==> src/rtl/arb_pkg.sv <==
// Shared encodings for the IF/LS memory bus arbiter and its watchdog.
package arb_pkg;

   typedef enum logic [1:0] {
      IDLE = 2'd0,
      ADDR = 2'd1,
      DATA = 2'd2
   } state_t;

   typedef enum logic {
      OWN_IF = 1'b0,
      OWN_LS = 1'b1
   } owner_t;

   localparam logic [31:0] NOP_INSN = 32'h0000_0013;

endpackage

==> src/rtl/arb_wdog.sv <==
// Transaction watchdog: counts cycles spent in ADDR+DATA, flags the last allowed cycle.
module arb_wdog #(
   parameter int TIMEOUT = 16
) (
   input  logic clk,
   input  logic rst,
   input  logic clr,
   input  logic en,
   output logic expired
);

   localparam int CW = (TIMEOUT > 2) ? $clog2(TIMEOUT) : 1;
   localparam logic [CW-1:0] LAST = CW'(TIMEOUT - 1);

   logic [CW-1:0] cnt;

   // Saturates so a late address grant still leaves the data phase bounded.
   always_ff @(posedge clk or negedge rst) begin
      if (!rst) begin
         cnt <= '0;
      end else if (clr) begin
         cnt <= '0;
      end else if (en && cnt != LAST) begin
         cnt <= cnt + 1'b1;
      end
   end

   assign expired = en && (cnt == LAST);

endmodule

==> src/rtl/mem_bus_arbiter.sv <==
// Shares one single-outstanding memory port between IF and LS, LS has fixed priority.
// Optional transaction timeout with err_o is built when ARB_TIMEOUT_EN is defined.
//
//   state | meaning
//   IDLE  | no transaction; turnaround cycle, owner picked from requests
//   ADDR  | address phase, mem_req_o high, waiting for mem_gnt_i
//   DATA  | address accepted, waiting for mem_rvalid_i
module mem_bus_arbiter
   import arb_pkg::*;
#(
   parameter int AW      = 32,
   parameter int DW      = 32,
   parameter int TIMEOUT = 16
) (
   input  logic            clk,
   input  logic            rst,
   input  logic            if_req_i,
   input  logic [AW-1:0]   if_addr_i,
   output logic            if_gnt_o,
   output logic            if_rvalid_o,
   output logic [DW-1:0]   if_rdata_o,
   input  logic            ls_req_i,
   input  logic            ls_we_i,
   input  logic [DW/8-1:0] ls_be_i,
   input  logic [AW-1:0]   ls_addr_i,
   input  logic [DW-1:0]   ls_wdata_i,
   output logic            ls_gnt_o,
   output logic            ls_rvalid_o,
   output logic [DW-1:0]   ls_rdata_o,
   input  logic            flush_i,
   output logic            hold_flag_o,
   output logic            mem_req_o,
   output logic            mem_we_o,
   output logic [DW/8-1:0] mem_be_o,
   output logic [AW-1:0]   mem_addr_o,
   output logic [DW-1:0]   mem_wdata_o,
   input  logic            mem_gnt_i,
   input  logic            mem_rvalid_i,
   input  logic [DW-1:0]   mem_rdata_i
`ifdef ARB_TIMEOUT_EN
   ,
   output logic            err_o
`endif
);

   state_t        state, state_nxt;
   owner_t        owner, owner_nxt;
   logic          drop, drop_nxt;
   logic          is_ls;
   logic          timeout;
   logic          resp;
   logic [DW-1:0] resp_data;

   assign is_ls = (owner == OWN_LS);

`ifdef ARB_TIMEOUT_EN
   logic expired;

   arb_wdog #(
      .TIMEOUT (TIMEOUT)
   ) u_wdog (
      .clk     (clk),
      .rst     (rst),
      .clr     (state == IDLE && (if_req_i || ls_req_i)),
      .en      (state != IDLE),
      .expired (expired)
   );

   // A handshake landing on the last allowed cycle takes precedence.
   assign timeout = expired && !((state == ADDR) ? mem_gnt_i : mem_rvalid_i);
   assign err_o   = timeout;
`else
   logic unused_timeout;
   assign unused_timeout = ^TIMEOUT;
   assign timeout        = 1'b0;
`endif

   always_ff @(posedge clk or negedge rst) begin
      if (!rst) begin
         state <= IDLE;
         owner <= OWN_IF;
         drop  <= 1'b0;
      end else begin
         state <= state_nxt;
         owner <= owner_nxt;
         drop  <= drop_nxt;
      end
   end

   always_comb begin
      state_nxt   = state;
      owner_nxt   = owner;
      drop_nxt    = drop;
      mem_req_o   = 1'b0;
      mem_we_o    = 1'b0;
      mem_be_o    = '0;
      mem_addr_o  = '0;
      mem_wdata_o = '0;
      if_gnt_o    = 1'b0;
      ls_gnt_o    = 1'b0;
      if_rvalid_o = 1'b0;
      ls_rvalid_o = 1'b0;
      if_rdata_o  = '0;
      ls_rdata_o  = '0;
      resp        = 1'b0;
      resp_data   = mem_rdata_i;

      unique case (state)
         IDLE: begin
            if (ls_req_i || if_req_i) begin
               state_nxt = ADDR;
               owner_nxt = ls_req_i ? OWN_LS : OWN_IF;
            end
         end
         ADDR: begin
            mem_req_o = 1'b1;
            if (is_ls) begin
               mem_we_o    = ls_we_i;
               mem_be_o    = ls_be_i;
               mem_addr_o  = ls_addr_i;
               mem_wdata_o = ls_wdata_i;
            end else begin
               mem_be_o   = '1;
               mem_addr_o = if_addr_i;
            end
            if (mem_gnt_i) begin
               state_nxt = DATA;
               if_gnt_o  = !is_ls;
               ls_gnt_o  = is_ls;
            end
         end
         DATA: begin
            if (mem_rvalid_i) begin
               resp      = 1'b1;
               state_nxt = IDLE;
            end
         end
         default: state_nxt = IDLE;
      endcase

      if (timeout) begin
         resp      = 1'b1;
         resp_data = is_ls ? '0 : DW'(NOP_INSN);
         state_nxt = IDLE;
      end

      if (state != IDLE && !is_ls && flush_i) begin
         drop_nxt = 1'b1;
      end

      // A flushed fetch still completes on the bus but never reaches the pipeline.
      if (resp) begin
         if (is_ls) begin
            ls_rvalid_o = 1'b1;
            ls_rdata_o  = resp_data;
         end else if (!drop && !flush_i) begin
            if_rvalid_o = 1'b1;
            if_rdata_o  = resp_data;
         end
      end

      if (state_nxt == IDLE) begin
         drop_nxt = 1'b0;
      end
   end

   assign hold_flag_o = rst & ((ls_req_i & ~ls_gnt_o) |
                               ((state == DATA) & is_ls & ~mem_rvalid_i));

endmodule

==> config.mk <==
export PLATFORM = sky130hd
export DESIGN_NAME = mem_bus_arbiter
export DESIGN_NICKNAME = d
export VERILOG_FILES = /design/src/rtl/arb_pkg.sv /design/src/rtl/arb_wdog.sv /design/src/rtl/mem_bus_arbiter.sv
export SDC_FILE = /design/constraint.sdc
export NUM_CORES = 1
export LEC_CHECK = 0
export ABC_CLOCK_PERIOD_IN_PS = 2750
export BUFFER_PORTS_ARGS = -buffer_cell sky130_fd_sc_hd__clkbuf_2
export CORE_AREA = 2 2 108 110
export CTS_CLUSTER_DIAMETER = 80
export DETAILED_ROUTE_END_ITERATION = 8
export DIE_AREA = 0 0 110 112
export GPL_TIMING_DRIVEN = 0
export SYNTH_ARGS = -nofsm -noshare
export SYNTH_HDL_FRONTEND = slang
export SYNTH_SLANG_ARGS = --single-unit
==> constraint.sdc <==
create_clock -name clk -period 2.75 [get_ports clk]
set_input_delay 0 -clock clk [delete_from_list [all_inputs] [get_ports clk]]
set_output_delay 0 -clock clk [all_outputs]
set_load 0.005 [all_outputs]
-- Word level (Yosys, flattened, before mapping)
Index checks and enable logic that the tools add are counted.
- flip-flop bits (word level): 4
- bits in latches: 0
- bits in writable memories: 0
- ROM bits: 0
- bits of input ports: 140
- output and inout port bits: 139
- logic and storage cells: 56
- memories kept: 0
- add/subtract/negate cells: 0
- multipliers: 0
- div/mod/pow operators: 0
- magnitude comparators: 0
- equality and inequality tests: 2
- shifts and indexed selects: 0
- multiplexer cells: 32
- bitwise operators: 7
- reduce and logical (&&, ||, !) cells: 12
- operators with widths (kind ; number):
    2-to-1 mux 32 bit ; 9
    2-to-1 mux 1 bit ; 17
    2-to-1 mux 4 bit ; 2
    2-to-1 mux 2 bit ; 3
    case mux 2 bit (3 select lines) ; 1
    AND 1 bit ; 4
    logical NOT 2 bit ; 2
    nonzero test 2 bit ; 2
    logical AND 1 bit ; 3
    logical NOT 1 bit ; 3
    equality test 2 x 1 -> 1 bit (second input constant) ; 1
    equality test 2 bit (second input constant) ; 1
    NOT 1 bit ; 2
    AND reduction 2 bit ; 1
    logical OR 1 bit ; 1
    OR 1 bit ; 1

-- Depth between registers and ports, before layout
Gate-level depths: netlist (run 1).
- word-level depth: 6
- mapped depth: 6
- gate-level depth less buffers: 4

-- Least setup slack after synthesis (run 1)
Ideal clock, no wire load.
- kind: register to output
- start: reg owner (netlist: is_ls)
- end: out if_rdata_o[22]
- arrival time: 1.188 ns
- required time: 2.750 ns
- slack: 1.562 ns
- stages on the path, launching flop included: 5
- buffers on the path: 2
- cells stage by stage: dfrtp_1 > buf_2 > nor4_4 > buf_6 > and2_1
- cells in the longest elaborated chain, start to end: 2
- ends and longest elaborated chain (what ; RTL line ; source):
    from (decl) ; mem_bus_arbiter.sv:47 ; owner_t owner, owner_nxt;
    from (signal assigned) ; mem_bus_arbiter.sv:85 ; owner <= owner_nxt;
    2-to-1 mux 32 bit ; mem_bus_arbiter.sv:153 ; if (is_ls) begin
    2-to-1 mux 32 bit ; mem_bus_arbiter.sv:152 ; if (resp) begin
    to (decl) ; mem_bus_arbiter.sv:21 ; output logic [DW-1:0] if_rdata_o,
No other way between the ends.

-- Final worst setup path (run 1)
- start: reg owner (netlist: is_ls)
- end: out ls_rdata_o[19]
- cells in the longest elaborated chain, start to end: 2
- ends and longest elaborated chain (what ; RTL line ; source):
    2-to-1 mux 32 bit ; mem_bus_arbiter.sv:153 ;
    2-to-1 mux 32 bit ; mem_bus_arbiter.sv:152 ;
    to (decl) ; mem_bus_arbiter.sv:29 ; output logic [DW-1:0] ls_rdata_o,
No other way between the ends.

==> results.toml, run 1 <==
[yosys]
syn_area_per_cell_um2 = 6.92
ys_ff_latch = 4
yosysSeqAreaShare_pct = 6.76
syn_area_um2 = 1480
syn-num-nets = 354
yosysWarnings = 0
synth.top_cell.area_share_pct = 27.0
ys_top_cells_by_area = "and2_1, mux2i_1, and3_1"
syn_inst = 214
synth.largest_area_cell = "and2_1"
synth_cell_types = 26

[worst_setup_path]
crit_family = "buffers and inverters"
path_cells = "buf_2 > inv_1 > nor2_2 > clkbuf_1 > and2_1 > clkbuf_2"
critPathMaxFanout = 10
max_stage_delay_ps = 300
crit_type = "flop to output port"
r2r-start = "is_ls"
start_kind = "flop"
cp_slowest_cell = "dfrtp_1"
r2r_setup_slack_ps = 1510
reg2regPathDepth = 4
arrival_ps = 1780
reg2reg_to = "drop"
crit_buf_inv = 4
cp-end-kind = "output port"
worst_ep_required_time_ps = 2750

[sta]
post-route-min-period_ps = 1780
max_freq_ghz = 0.562
finClkSkew_ps = 0.803
fin_setup_tns_ps = 0
setup_slack_ps = 971
setup_viol = 0
grt_setup_unrepaired = "false"
hold_violations = 0
slew_headroom_pct = 66.2
tightest_slew_ps = 504
drv_slew = 0
finalCritPeriodShare_pct = 64.7

[clocking]
cts.clk_slew.worst_paths_ps = 30
cts_resized = 0
clk_path_buf_depth = 2
clkSinkCount = 4
htreeDepth = 1
tritoncts = "done"
insertion_delay_ps = 220
cts_hold_buf = 1
cts_buffers = 3
post_cts_buffers = 0
cts_root_buf = "clkbuf_16"

[route]
firstDrtPassIters = 4
drc = 0
detail_route.vias_per_cell = 3.85
wire_per_inst_um = 12.0
antenna_left = 0
drt_iter0_drc = 73
drt_wl_total_mm = 7.69
vias = 2462

[grt]
grt_pass1_wl_mm = 10.6
grt_max_degree = 11
grt_pass1_vias = 2141
grt_overflow = 0
antenna_found_initial = 1
grt.total_usage_pct = 11.1

[floorplanning]
fp.dieH_um = 112
core_um2 = 11200
initial_core_util_pct = 13.3
die_x_um = 110
ios = 279
dieArea_um2 = 12300
rows = 39

[min_path]
hold_end = "state[0]"
worstHoldPathCells = 2
hp-start = "mem_gnt_i"
holdCritPathClass = "primary input to flop"

[placement]
pre_cts_ws_ps = 1100
place_area_um2 = 3050
port_buffers = 278
place_congestion = 0.743
placedCellCount = 635
hpwlAfterDp_mm = 6.99

[finish]
finalInstanceArea_um2 = 3140
area_delta_synth_final_pct = 112
fillCellCount = 1249
diodes = 0
layout.nets = 638
final_common_cell = "clkbuf_2"
fin_cells = 639
drive_gt1_share_pct = 60.9
final_cell_mix = "clkbuf_2, and2_1, and3_1"

[outcome]
status = "finished clean"

[pwr]
p_per_area_nw_per_um2 = 647
vdd_drop_max_mv = 0.356
p_leak_nw = 2.12

[run]
cap_violations = 0
-- state kept, by name, summed over array words and instances (netlist names) --
register	cells
state	2
drop	1
is_ls	1
-- layout make-up --
type                       count  area, um2  share of cell area (%)
clock buffer                   3       75.1                    2.39
buffer                        22        135                    4.31
inverter                       4       15.0                   0.479
timing repair buffer         279       1400                    44.7
tap                          143        179                    5.70
multi-input combinational    184       1230                    39.3
sequential                     4        100                    3.19
-- kinds of logic (layout without fill, tap and decap cells) --
logic type,Yosys count,count (layout),share of synthesized area (%)
mux,32,32,21.6
flops,4,4,6.76
simple gates,143,143,56.9
buf+inv,26,308,10.1
compound gates,9,9,4.56
-- worst max-delay path by stage --
stage,startpoint,depth (start not counted),to,slack (ps)
2_1_floorplan,is_ls,4,if_rdata_o[22],1560
3_3_place_gp,is_ls,6,ls_rdata_o[8],1060
3_5_place_dp,is_ls,6,ls_rdata_o[12],1100
4_1_cts,is_ls,6,ls_rdata_o[12],850
5_1_grt,is_ls,6,ls_rdata_o[15],740
6_report,is_ls,6,ls_rdata_o[19],970
-- routing by layer --
metal | vias to the layer above | share of wire [%] | track usage [%]
met5 | - | 0.10 | 0
met4 | 2 | 1.7 | 3.71
met3 | 13 | 10 | 1.46
met2 | 174 | 51 | 21.3
met1 | 1000 | 37 | 12.0
li1 | 1273 | - | -
-- stage by stage --
step                hold WS (ps)  power [mW]  utilization, %
global placement            -182        1.84            27.3
finish                      53.7        2.03            28.1
detailed placement          -178        1.83            27.3
CTS                         52.9        2.06            28.1
global route                72.3        2.21            28.1
floorplan                   -296        1.07               -
-- cells in the mapped netlist (all sizes together) --
library cell / count
dfrtp: 4
o21ai: 1
or2: 1
inv: 4
nand2b: 1
a22o: 1
and2: 64
a211oi: 1
nor4: 1
and3: 36
nor3b: 2
o32a: 1
nor2: 34
nand2: 1
nor3: 2
a31oi: 1
mux2i: 32
nand3b: 1
clkbuf: 7
o21a: 4
buf: 15
-- power by group --
part	switching, mW	internal (mW)	total [mW]
clock network	0.0401	0.186	0.226
registers	0.0319	0.0859	0.118
logic	0.888	0.797	1.68
No activity file was read; power rests on OpenSTA's default activity.
==> inputs of run 2 (changes only) <==
ABC_CLOCK_PERIOD_IN_PS = 1600   (was 2750)
CORE_AREA = 2 2 109 111   (was 2 2 108 110)
DIE_AREA = 0 0 111 113   (was 0 0 110 112)
clock period = 1.6 ns   (was 2.75 ns; I/O delays follow)
==> run 2 against run 1 <==
Register-to-register slack got worse by 1300 ps; final cell count rose by 2.2%; global-route usage rose by 0.76 points; sequential cell count did not move; utilization rose by 2.3 points; critical path type unchanged; first-iteration DRC count fell by 52%; sequential share of layout area fell by 0.23 points; highest routed layer is now met4; largest power group unchanged; hold slack got worse by 8.6 ps.
==> results.toml, run 2 (synthesized netlist as in run 1, its figures left out) <==
[pwr]
p_per_area_nw_per_um2 = 1100
p_leak_nw = 2.26
vdd_drop_max_mv = 0.626
fin_total_pwr_mw = 3.76

[floorplanning]
core_um2 = 11300
ios = 279
rows = 39
fp.dieH_um = 113
dieArea_um2 = 12500
die_x_um = 111
initial_core_util_pct = 13.1

[route]
detail_route.vias_per_cell = 4.00
drc = 0
drt_wl_total_mm = 8.40
antenna_left = 0
firstDrtPassIters = 4
drt_iter0_drc = 35
wire_per_inst_um = 12.9
vias = 2609

[placement]
placedCellCount = 635
port_buffers = 278
hpwlAfterDp_mm = 7.16
place_congestion = 0.742

[grt]
grt_use_met2_pct = 22.1
grt_pass1_vias = 2352
grt_max_degree = 11
antenna_found_initial = 0
met3_usage_pct = 2.09
met1_usage_pct = 13.7
grt_overflow = 0
grt.total_usage_pct = 11.8
grt_pass1_wl_mm = 12.1
grt_most_used_layer = "met2"

[finish]
diodes = 0
fillCellCount = 1256
largest_register_ffs = 2
layout.nets = 652
fin_cells = 653
finish.utilization_pct = 30.4
regMostFlops = "state"
area_delta_synth_final_pct = 131
final_common_cell = "clkbuf_2"
drive_gt1_share_pct = 67.5
final_cell_mix = "clkbuf_2, and2_1, and3_1"

[worst_setup_path]
path_cells = "nand3b_4 > nor4_4 > buf_6 > buf_4 > and2_1 > clkbuf_2"
cp_slowest_cell = "dfrtp_1"
cp-end-kind = "output port"
crit_buf_inv = 3
critPathMaxFanout = 8
crit_family = "simple AND/OR/NAND/NOR gates"
start_kind = "flop"
arrival_ps = 1540
crit_type = "flop to output port"
max_stage_delay_ps = 380
worst_ep_required_time_ps = 1600

[clocking]
tritoncts = "done"
clkSinkCount = 4
cts_root_buf = "clkbuf_16"
clk_path_buf_depth = 2
cts_buffers = 3
insertion_delay_ps = 230
htreeDepth = 1
cts.clk_slew.worst_paths_ps = 30

[sta]
setup_viol = 0
tightest_slew_ps = 331
post-route-min-period_ps = 1540
max_freq_ghz = 0.648
slew_headroom_pct = 77.9
finClkSkew_ps = 3.44
drv_slew = 0
finalCritPeriodShare_pct = 96.5
holdWs_ps = 45.1
grt_setup_unrepaired = "true"
hold_violations = 0

[min_path]
holdCritPathClass = "primary input to flop"

[run]
cap_violations = 0

[outcome]
status = "finished clean"
## run 2: cell count changes in the layout (fill, tap and decap cells not counted), moves of 2 or more
cell,change
and2_1,-21
and2_4,+21
buf_2,-2
buf_4,+15
buf_6,+18
clkbuf_1,-5
clkbuf_2,-12
## run 2: area by class of cell
cell class / instances / area [um2] / share of cell area, %
flip-flops and latches: 4 / 101 / 2.96
repair buffers: 293 / 1600 / 46.8
clock buffers: 3 / 75.1 / 2.19
well taps: 143 / 179 / 5.22
inverters: 4 / 21.3 / 0.620
plain buffers: 22 / 160 / 4.67
multi-input cells: 184 / 1290 / 37.6
## run 2: timing repair
action,in CTS,in global routing
hold buffers,1,0
endpoints found under the hold margin,4,0
setup endpoints to repair,95,74
pin swaps,2,21
resized for setup,13,59
buffers inserted,8,3
cloned,1,2
## run 2: worst paths after layout
kind	slack (ps)	endpoint	startpoint	depth (start not counted)
max	60	if_rdata_o[31]	state[0]	6
min	50	state[0]	mem_gnt_i	2
max reg2reg	210	drop	state[0]	5
min reg2reg	560	drop	drop	1
max in group asynchronous	1310	state[1]	rst	2
min in group asynchronous	140	state[0]	rst	2
## run 2: stage by stage
stage	TNS [ps]	worst slack (ps)	cell area, um2
3_5_place_dp	-1760	-114	3050
2_1_floorplan	0	412	1480
5_1_grt	-587	-37.2	3430
4_1_cts	0	0.463	3230
3_3_place_gp	-1630	-96.7	3050
6_report	0	55.7	3430
## run 2: report_power, final
part	switching [mW]	internal, mW	total (mW)
Clock	0.0719	0.319	0.391
Sequential	0.0349	0.150	0.185
Combinational	1.61	1.57	3.18
Total	1.72	2.04	3.76
## run 2: worst reg2reg max path, cell delays in order (launching register included)
cell and delay (ps):
dfrtp_1 380, buf_4 140, buf_4 140, nor3_1 180, a211oi_1 90, o32a_1 350
## run 2: routing by layer
layer / wire length, um / part of all wire [%] / vias up
met1: 3140 / 37 / 1125
met5: 0 / 0 / -
met2: 4390 / 52 / 165
li1: - / - / 1311
met3: 725 / 8.6 / 8
met4: 146 / 1.7 / 0
==> inputs of run 3 (changes only) <==
RECOVER_POWER = 25   (was default)
==> run 3 against run 2 <==
Sequential cell count did not move; cell area fell by 0.66%; critical path type unchanged; sequential power barely moved.
==> results.toml, run 3 (synthesized netlist as in run 1, its figures left out) <==
[floorplanning]
core_um2 = 11300
rows = 39
fp.dieH_um = 113
ios = 279
initial_core_util_pct = 13.1
dieArea_um2 = 12500
die_x_um = 111

[placement]
port_buffers = 278
place_area_um2 = 3050
place_congestion = 0.742
pre_cts_ws_ps = -114
hpwlAfterDp_mm = 7.16

[finish]
regMostFlops = "state"
area_delta_synth_final_pct = 130
largest_register_ffs = 2
finalInstanceArea_um2 = 3410
final_cell_mix = "clkbuf_2, and2_1, and3_1"
diodes = 0
fillCellCount = 1262
layout.nets = 652
seqCellArea_um2 = 101
finish.utilization_pct = 30.2
final_common_cell = "clkbuf_2"
multi_input_area_um2 = 1290
drive_gt1_share_pct = 64.7

[min_path]
hold_end = "state[0]"
worstHoldPathCells = 2
hp-start = "mem_gnt_i"
holdCritPathClass = "primary input to flop"

[clocking]
cts_buffers = 3
htreeDepth = 1
clkSinkCount = 4
insertion_delay_ps = 230
cts_root_buf = "clkbuf_16"
cts.clk_slew.worst_paths_ps = 30
clk_path_buf_depth = 2
tritoncts = "done"

[pwr]
p_per_area_nw_per_um2 = 1090
clkPwrFrac_pct = 10.6
vdd_drop_max_mv = 0.613
p_leak_nw = 2.21
internal_power_mw = 1.99
netSwitchingFraction_pct = 46.3
p_seq_share_pct = 5.0
fin_total_pwr_mw = 3.71
net-switching-power_mw = 1.72
comb_power_share_pct = 84.5

[worst_setup_path]
arrival_ps = 1540
start_kind = "flop"
reg2reg_to = "drop"
r2r-start = "state[0]"
crit_type = "flop to output port"
crit_buf_inv = 3
critPathMaxFanout = 8
worst_ep_required_time_ps = 1600
cp-end-kind = "output port"
crit_family = "simple AND/OR/NAND/NOR gates"
reg2regPathDepth = 5
max_stage_delay_ps = 380
r2r_setup_slack_ps = 200
cp_slowest_cell = "dfrtp_1"
path_cells = "nand3b_4 > nor4_4 > buf_6 > buf_4 > and2_1 > clkbuf_2"

[route]
detail_route.vias_per_cell = 4.00
drc = 0
firstDrtPassIters = 4
vias = 2614
antenna_left = 0
drt_wl_total_mm = 8.41
wire_per_inst_um = 12.9
drt_iter0_drc = 38

[sta]
tightest_slew_ps = 335
finClkSkew_ps = 3.69
drv_slew = 0
finalCritPeriodShare_pct = 96.6
post-route-min-period_ps = 1540
max_freq_ghz = 0.647
slew_headroom_pct = 77.7
grt_setup_unrepaired = "true"
hold_violations = 0
holdWs_ps = 52.9
setup_viol = 0
setup_slack_ps = 55.0

[grt]
grt.total_usage_pct = 11.8
antenna_found_initial = 0
grt_overflow = 0
grt_max_degree = 11
grt_pass1_wl_mm = 12.1
grt_pass1_vias = 2352

[run]
cap_violations = 0

[outcome]
status = "finished clean"
run 3: cell count changes in the layout (fill, tap and decap cells not counted), sizes merged:
cell and delta:
clkbuf +4, buf -4
run 3: worst reg2reg max path, delay by kind of cell (launching register included):
kind,cells,cell delay (ps)
flops,1,380
simple gates,1,190
buf+inv,2,260
compound gates,2,440
run 3: metrics by stage:
stage | TNS (ps) | std cells
floorplan | 0 | 214
global placement | -1630 | 635
detailed placement | -1760 | 635
CTS | 0 | 648
global route | -587 | 653
finish | 0 | 653
run 3: per-layer routing:
| layer | up-vias | share of wire [%] | routed length, um | GRT usage, % |
|---|---|---|---|---|
| met3 | 8 | 8.5 | 719 | 2.09 |
| met5 | - | 0 | 0 | 0 |
| met2 | 163 | 52 | 4400 | 22.1 |
| met4 | 0 | 1.7 | 146 | 3.58 |
| met1 | 1133 | 37 | 3150 | 13.7 |
| li1 | 1310 | - | - | - |
run 3: worst max path at each step:
| stage | start | endpoint | slack (ps) | depth (start not counted) |
|---|---|---|---|---|
| 6_report | state[0] | if_rdata_o[31] | 60 | 6 |
| 5_1_grt | state[0] | if_rdata_o[15] | -40 | 6 |
| 4_1_cts | state[0] | hold_flag_o | 0.5 | 7 |
| 3_5_place_dp | is_ls | ls_rdata_o[21] | -110 | 6 |
| 3_3_place_gp | is_ls | ls_rdata_o[21] | -100 | 6 |
| 2_1_floorplan | is_ls | if_rdata_o[22] | 410 | 4 |
run 3: what timing repair did:
item | 4_1_cts | 5_1_grt
hold buffers | 1 | 0
endpoints found under the setup margin | 95 | 74
resized for setup | 13 | 59
buffers inserted | 8 | 3
endpoints found under the hold margin | 4 | 0
pin swaps | 2 | 21
cloned | 1 | 2
run 3: power by group through the flow:
stage	logic (mW)	clock network (mW)	registers, mW
global placement	2.95	0	0.205
floorplan	1.65	0	0.192
detailed placement	2.96	0	0.203
global route	3.46	0.406	0.190
CTS	3.14	0.397	0.185
finish	3.13	0.392	0.185
run 3: final cells by class:
type | count | area share, %
Timing Repair Buffer | 293 | 46.4
Multi-Input combinational cell | 184 | 37.8
Tap cell | 143 | 5.25
Buffer | 22 | 4.70
Sequential cell | 4 | 2.98
Clock buffer | 3 | 2.20
Inverter | 4 | 0.625
